### src/rtl/avalon_sram_ctrl_mw.sv
// Avalon-MM slave to asynchronous SRAM bridge; each Avalon word is split into RATIO SRAM beats.
// Define SRAM_CTRL_TURNAROUND_EN to insert a dead TURN cycle after every write transfer.
//
// state    | meaning
// ---------+---------------------------------------------------------------
// S_IDLE   | waiting for avs_read/avs_write; latches the request
// S_ACCESS | running SRAM beats; cnt counts cycles within the current beat
// S_DONE   | waitrequest low for one cycle, SRAM idle
// S_TURN   | (turnaround build only) dead cycle after a write, DQ released
module avalon_sram_ctrl_mw #(
  parameter int SRAM_AW   = 18,
  parameter int SRAM_DW   = 16,
  parameter int RATIO     = 2,
  parameter int AVS_DW    = SRAM_DW * RATIO,
  parameter int AVS_AW    = SRAM_AW - $clog2(RATIO),
  parameter int RD_CYCLES = 2,
  parameter int WR_CYCLES = 3
) (
  input  logic                  clk,
  input  logic                  reset,
  input  logic                  avs_read,
  input  logic                  avs_write,
  input  logic [AVS_AW-1:0]     avs_address,
  input  logic [AVS_DW-1:0]     avs_writedata,
  input  logic [AVS_DW/8-1:0]   avs_byteenable,
  output logic [AVS_DW-1:0]     avs_readdata,
  output logic                  avs_waitrequest,
  output logic                  sram_ce_n,
  output logic                  sram_oe_n,
  output logic                  sram_we_n,
  output logic [SRAM_DW/8-1:0]  sram_be_n,
  output logic [SRAM_AW-1:0]    sram_addr,
  output logic [SRAM_DW-1:0]    sram_dq_write,
  output logic [SRAM_DW-1:0]    sram_dq_en,
  input  logic [SRAM_DW-1:0]    sram_dq_read
);

  localparam int SB    = SRAM_DW / 8;
  localparam int AB    = AVS_DW / 8;
  localparam int LOG2R = $clog2(RATIO);
  localparam int BW    = (RATIO > 1) ? LOG2R : 1;
  localparam int MAXC  = (RD_CYCLES > WR_CYCLES) ? RD_CYCLES : WR_CYCLES;
  localparam int CW    = (MAXC > 1) ? $clog2(MAXC) : 1;

  localparam logic [BW-1:0] LAST_BEAT = BW'(RATIO - 1);
  localparam logic [CW-1:0] RD_LAST   = CW'(RD_CYCLES - 1);
  localparam logic [CW-1:0] WR_LAST   = CW'(WR_CYCLES - 1);

  typedef enum logic [1:0] {
    S_IDLE   = 2'd0,
    S_ACCESS = 2'd1,
    S_DONE   = 2'd2
`ifdef SRAM_CTRL_TURNAROUND_EN
    , S_TURN = 2'd3
`endif
  } state_t;

  state_t              state_q, state_d;
  logic [BW-1:0]       beat_q, beat_d;
  logic [CW-1:0]       cnt_q, cnt_d;
  logic                wr_q, wr_d;
  logic [AVS_AW-1:0]   addr_lat_q, addr_lat_d;
  logic [AVS_DW-1:0]   wdata_q, wdata_d;
  logic [AB-1:0]       be_q, be_d;
  logic [AVS_DW-1:0]   readdata_q, readdata_d;
  logic                waitreq_q, waitreq_d;
  logic                ce_n_q, ce_n_d;
  logic                oe_n_q, oe_n_d;
  logic                we_n_q, we_n_d;
  logic [SB-1:0]       be_n_q, be_n_d;
  logic [SRAM_AW-1:0]  addr_q, addr_d;
  logic [SRAM_DW-1:0]  dq_write_q, dq_write_d;
  logic [SRAM_DW-1:0]  dq_en_q, dq_en_d;

  logic                skip_cur, beat_end;
  logic [SB-1:0]       be_slice_d;
  logic                skip_d, active_d;

  always_comb begin
    state_d    = state_q;
    beat_d     = beat_q;
    cnt_d      = cnt_q;
    wr_d       = wr_q;
    addr_lat_d = addr_lat_q;
    wdata_d    = wdata_q;
    be_d       = be_q;
    readdata_d = readdata_q;
    addr_d     = addr_q;
    dq_write_d = dq_write_q;

    // A write beat with no enabled byte lanes costs a single idle cycle.
    skip_cur = wr_q && (be_q[int'(beat_q)*SB +: SB] == '0);
    beat_end = wr_q ? (skip_cur || (cnt_q == WR_LAST)) : (cnt_q == RD_LAST);

    case (state_q)
      S_IDLE: begin
        if (avs_read || avs_write) begin
          state_d    = S_ACCESS;
          beat_d     = '0;
          cnt_d      = '0;
          wr_d       = avs_write;
          addr_lat_d = avs_address;
          wdata_d    = avs_writedata;
          be_d       = avs_byteenable;
        end
      end
      S_ACCESS: begin
        if (!wr_q && (cnt_q == RD_LAST))
          readdata_d[int'(beat_q)*SRAM_DW +: SRAM_DW] = sram_dq_read;
        if (beat_end) begin
          if (beat_q == LAST_BEAT) begin
            state_d = S_DONE;
          end else begin
            beat_d = beat_q + BW'(1);
            cnt_d  = '0;
          end
        end else begin
          cnt_d = cnt_q + CW'(1);
        end
      end
      S_DONE: begin
`ifdef SRAM_CTRL_TURNAROUND_EN
        state_d = wr_q ? S_TURN : S_IDLE;
`else
        state_d = S_IDLE;
`endif
      end
      default: state_d = S_IDLE;
    endcase

    // Outputs are decoded from the next state so every pad signal leaves a flop.
    be_slice_d = be_d[int'(beat_d)*SB +: SB];
    skip_d     = wr_d && (be_slice_d == '0);
    active_d   = (state_d == S_ACCESS) && !skip_d;
    ce_n_d     = !active_d;
    oe_n_d     = !(active_d && !wr_d);
    we_n_d     = !(active_d && wr_d && (cnt_d != WR_LAST));
    dq_en_d    = (active_d && wr_d) ? '1 : '0;
    be_n_d     = (state_d == S_ACCESS) ? ~be_slice_d : '1;
    waitreq_d  = (state_d != S_DONE);
    if (state_d == S_ACCESS) begin
      addr_d = (SRAM_AW'(addr_lat_d) << LOG2R) | SRAM_AW'(beat_d);
      if (active_d && wr_d)
        dq_write_d = wdata_d[int'(beat_d)*SRAM_DW +: SRAM_DW];
    end
  end

  always_ff @(posedge clk) begin
    if (reset) begin
      state_q    <= S_IDLE;
      beat_q     <= '0;
      cnt_q      <= '0;
      wr_q       <= 1'b0;
      addr_lat_q <= '0;
      wdata_q    <= '0;
      be_q       <= '0;
      readdata_q <= '0;
      waitreq_q  <= 1'b1;
      ce_n_q     <= 1'b1;
      oe_n_q     <= 1'b1;
      we_n_q     <= 1'b1;
      be_n_q     <= '1;
      addr_q     <= '0;
      dq_write_q <= '0;
      dq_en_q    <= '0;
    end else begin
      state_q    <= state_d;
      beat_q     <= beat_d;
      cnt_q      <= cnt_d;
      wr_q       <= wr_d;
      addr_lat_q <= addr_lat_d;
      wdata_q    <= wdata_d;
      be_q       <= be_d;
      readdata_q <= readdata_d;
      waitreq_q  <= waitreq_d;
      ce_n_q     <= ce_n_d;
      oe_n_q     <= oe_n_d;
      we_n_q     <= we_n_d;
      be_n_q     <= be_n_d;
      addr_q     <= addr_d;
      dq_write_q <= dq_write_d;
      dq_en_q    <= dq_en_d;
    end
  end

  assign avs_readdata    = readdata_q;
  assign avs_waitrequest = waitreq_q;
  assign sram_ce_n       = ce_n_q;
  assign sram_oe_n       = oe_n_q;
  assign sram_we_n       = we_n_q;
  assign sram_be_n       = be_n_q;
  assign sram_addr       = addr_q;
  assign sram_dq_write   = dq_write_q;
  assign sram_dq_en      = dq_en_q;

endmodule

### config.mk
export PLATFORM = sky130hd
export DESIGN_NAME = avalon_sram_ctrl_mw
export DESIGN_NICKNAME = d
export VERILOG_FILES = /design/src/rtl/avalon_sram_ctrl_mw.sv
export SDC_FILE = /design/constraint.sdc
export NUM_CORES = 1
export LEC_CHECK = 0
export CORE_UTILIZATION = 40
export CTS_BUF_LIST = sky130_fd_sc_hd__clkbuf_8
export CTS_CLUSTER_SIZE = 14
export DETAILED_ROUTE_END_ITERATION = 6
export HOLD_SLACK_MARGIN = 0.12
export PLACE_DENSITY = 0.79
export SLEW_MARGIN = 20
export SYNTH_ARGS = -nofsm -noshare
export SYNTH_HDL_FRONTEND = slang
export SYNTH_SLANG_ARGS = --single-unit
### constraint.sdc
create_clock -name clk -period 4.7 [get_ports clk]
set_clock_uncertainty 0.15 [all_clocks]
set_input_delay 0.94 -clock clk [delete_from_list [all_inputs] [get_ports clk]]
set_output_delay 0.94 -clock clk [all_outputs]
set_load 0.01 [all_outputs]
==> results.tsv <==
metric	value	unit
leakagePower	2.65	nW
drc	0	
pre_cts_slack	1.08	ns
final_common_cell	clkdlybuf4s50_1	
ys.flop_type	dfxtp_1	
syn_avg_cell_area	8.45	µm²
tns	0	ns
gp_congestion	0.833	
final_cell_mix	159 x clkdlybuf4s50_1, 140 x nand2_1, 132 x dfxtp_1, 70 x a21oi_1, 62 x nor2_1	
cts_sinks	132	
min_path_type	register to register	
h-tree-depth	4	
die_area	0.0134	mm²
synthCells	611	
startpoint	avs_write	
wl_met1	5790	µm
ys_seq_elements	132	
dr.max_layer_used	met4	
layout_setup_ws	1.46	ns
yosysTopAreaCell	dfxtp_1	
clk_path_buf_depth	2	
first_global_vias	4604	
hpwl	9400	µm
cts_resized	0	
crit_type	input port to register	
grt_pass1_wl	22000	µm
crit_chain	clkdlybuf4s50_1 -> nor2_2 -> o21ai_0 -> nand4_1 -> a211oi_4 -> buf_4 -> mux2i_1	
arrival	3.45	ns
synth.distinct_cells	39	
core-area	0.0126	mm²
period_share	68.9	%
ioPinCount	161	
routed_wl	13700	µm
yosys-top-cells-area	dfxtp_1 51%, nand2_1 10%, a21oi_1 6.8%	
power_density	392	mW/mm²
cts_tree	yes	
drv_slew	0	
min_period	3.24	ns
start_util	40.9	%
overflow	0	
r2r_start	state_q[0]	
die_w	116	µm
cp-start-kind	input port	
relSlewSlack	43.5	%
wl_met2	6740	µm
drt-vias-per-instance	5.15	
ir_worst_vdd	207	µV
run_status	finished clean	
rrSetupSlack	1.54	ns
layout-drive-gt1-share	6.64	%
synthToLayoutAreaGrowth	41.2	%
ys_seq_area_share	51.2	%
portBuffers	160	
synth.cell_area	0.00516	mm²
fmax	309	MHz
fin_hold_ws	0.304	ns
dieHeight	116	µm
cts-root-buf	clkbuf_8	
fin_nets	815	
worst_pin_slew	0.846	ns
antenna_found_initial	0	
r2r_end	sram_dq_write[2]	
postCtsSetupBuffers	0	
rsz0062_at_grt	false	
async_flop_share	0	%
clk_transition_reported_paths	0.07	ns
synth_edf_count	0	
endpoint	sram_dq_write[2]	
ant_nets	0	
drv_cap	0	
end_kind	register	
setup_viol	0	
hp-start	avs_readdata[8]	
clk_latency	0.44	ns
antenna_cells	0	
grt_max_degree	91	
cts_hold_buf	0	
yosysWarnings	0	
vias	4767	
routed-wl-met3	1010	µm
critPathMaxStageDelay	0.56	ns
cp_max_fo	12	
synth_top_area_share	51.2	%
drt_pass1_iterations	7	
r2r_cells	6	
numCtsBuffers	17	
utilization	57.7	%
drt_iter0_drc	416	
worstPathRequired	4.91	ns
crit_slowest_cell	clkdlybuf4s50_1	
grtUsageTotal	21.4	%
row_count	41	
timing_hold_violations_final	0	
synth_fp_nets	686	
routedWlPerCell	14.9	µm
layer usage:
layer,vias up,track usage (%)
li1,2318,-
met1,2227,24.8
met2,201,36.4
met3,21,6.96
met4,0,9.00
met5,-,0
cell families (layout without fill, tap and decap cells):
family / Yosys count / in the layout / synth area share [%]
buffers and inverters: 61 / 203 / 6.01
AOI/OAI and AO/OA: 123 / 123 / 14.8
muxes: 33 / 33 / 6.40
DFF: 132 / 132 / 51.2
and+or+nand+nor: 260 / 260 / 21.1
adders and majority gates: 2 / 2 / 0.485
state kept, by name (all words and copies together), names as in the netlist, 2 cells and up:
signal and cells:
avs_readdata 32, wdata_q 32, sram_addr 18, addr_lat_q 17, sram_dq_write 16, be_q 4
cnt_q 2, sram_be_n 2, state_q 2
final cells by class:
class	instances	area, µm²
Sequential cell	132	2640
Tap cell	172	215
Inverter	4	15.0
Multi-Input combinational cell	418	2250
Fill cell	1139	5330
Timing Repair Buffer	167	1650
Clock buffer	19	262
Clock inverter	13	253
how the worst min path moves through the flow:
| stage | cells past startpoint | slack, ns | endpoint |
|---|---|---|---|
| after global routing | 2 | 0.32 | avs_readdata[8] |
| after global placement | 2 | 0.29 | avs_readdata[25] |
| after floorplan | 2 | 0.29 | wdata_q[0] |
| final | 2 | 0.30 | avs_readdata[8] |
| after CTS | 2 | 0.31 | avs_readdata[8] |
| after detailed placement | 2 | 0.30 | avs_readdata[8] |
worst max-delay path, delay by kind of cell:
kind,cells,cell delay (ns)
buffers and inverters,2,0.90
AOI/OAI and AO/OA,2,0.98
muxes,1,0.23
and+or+nand+nor,2,0.39
stage by stage:
| step | area (µm²) | total power [W] | instances |
|---|---|---|---|
| floorplan | 5160 | 0.00148 | 611 |
| global placement | 6760 | 0.00166 | 893 |
| detailed placement | 6760 | 0.00168 | 893 |
| CTS | 7280 | 0.00289 | 925 |
| global route | 7290 | 0.00298 | 925 |
| finish | 7290 | 0.00286 | 925 |
cells in the mapped netlist, drive strengths merged, types with 5 or more instances:
cell type	n
nand3	5
mux2i	33
o21ai	7
nor3	20
nor2	65
a21oi	70
o221ai	16
clkbuf	39
a211oi	19
nand2	140
nand2b	18
dfxtp	132
buf	18
report_power, final:
part,internal [W],switching [W]
Sequential,0.00119,0.0000424
Clock,0.000766,0.000435
Combinational,0.000212,0.000214
Note: power is estimated with default switching activity, not from simulation.
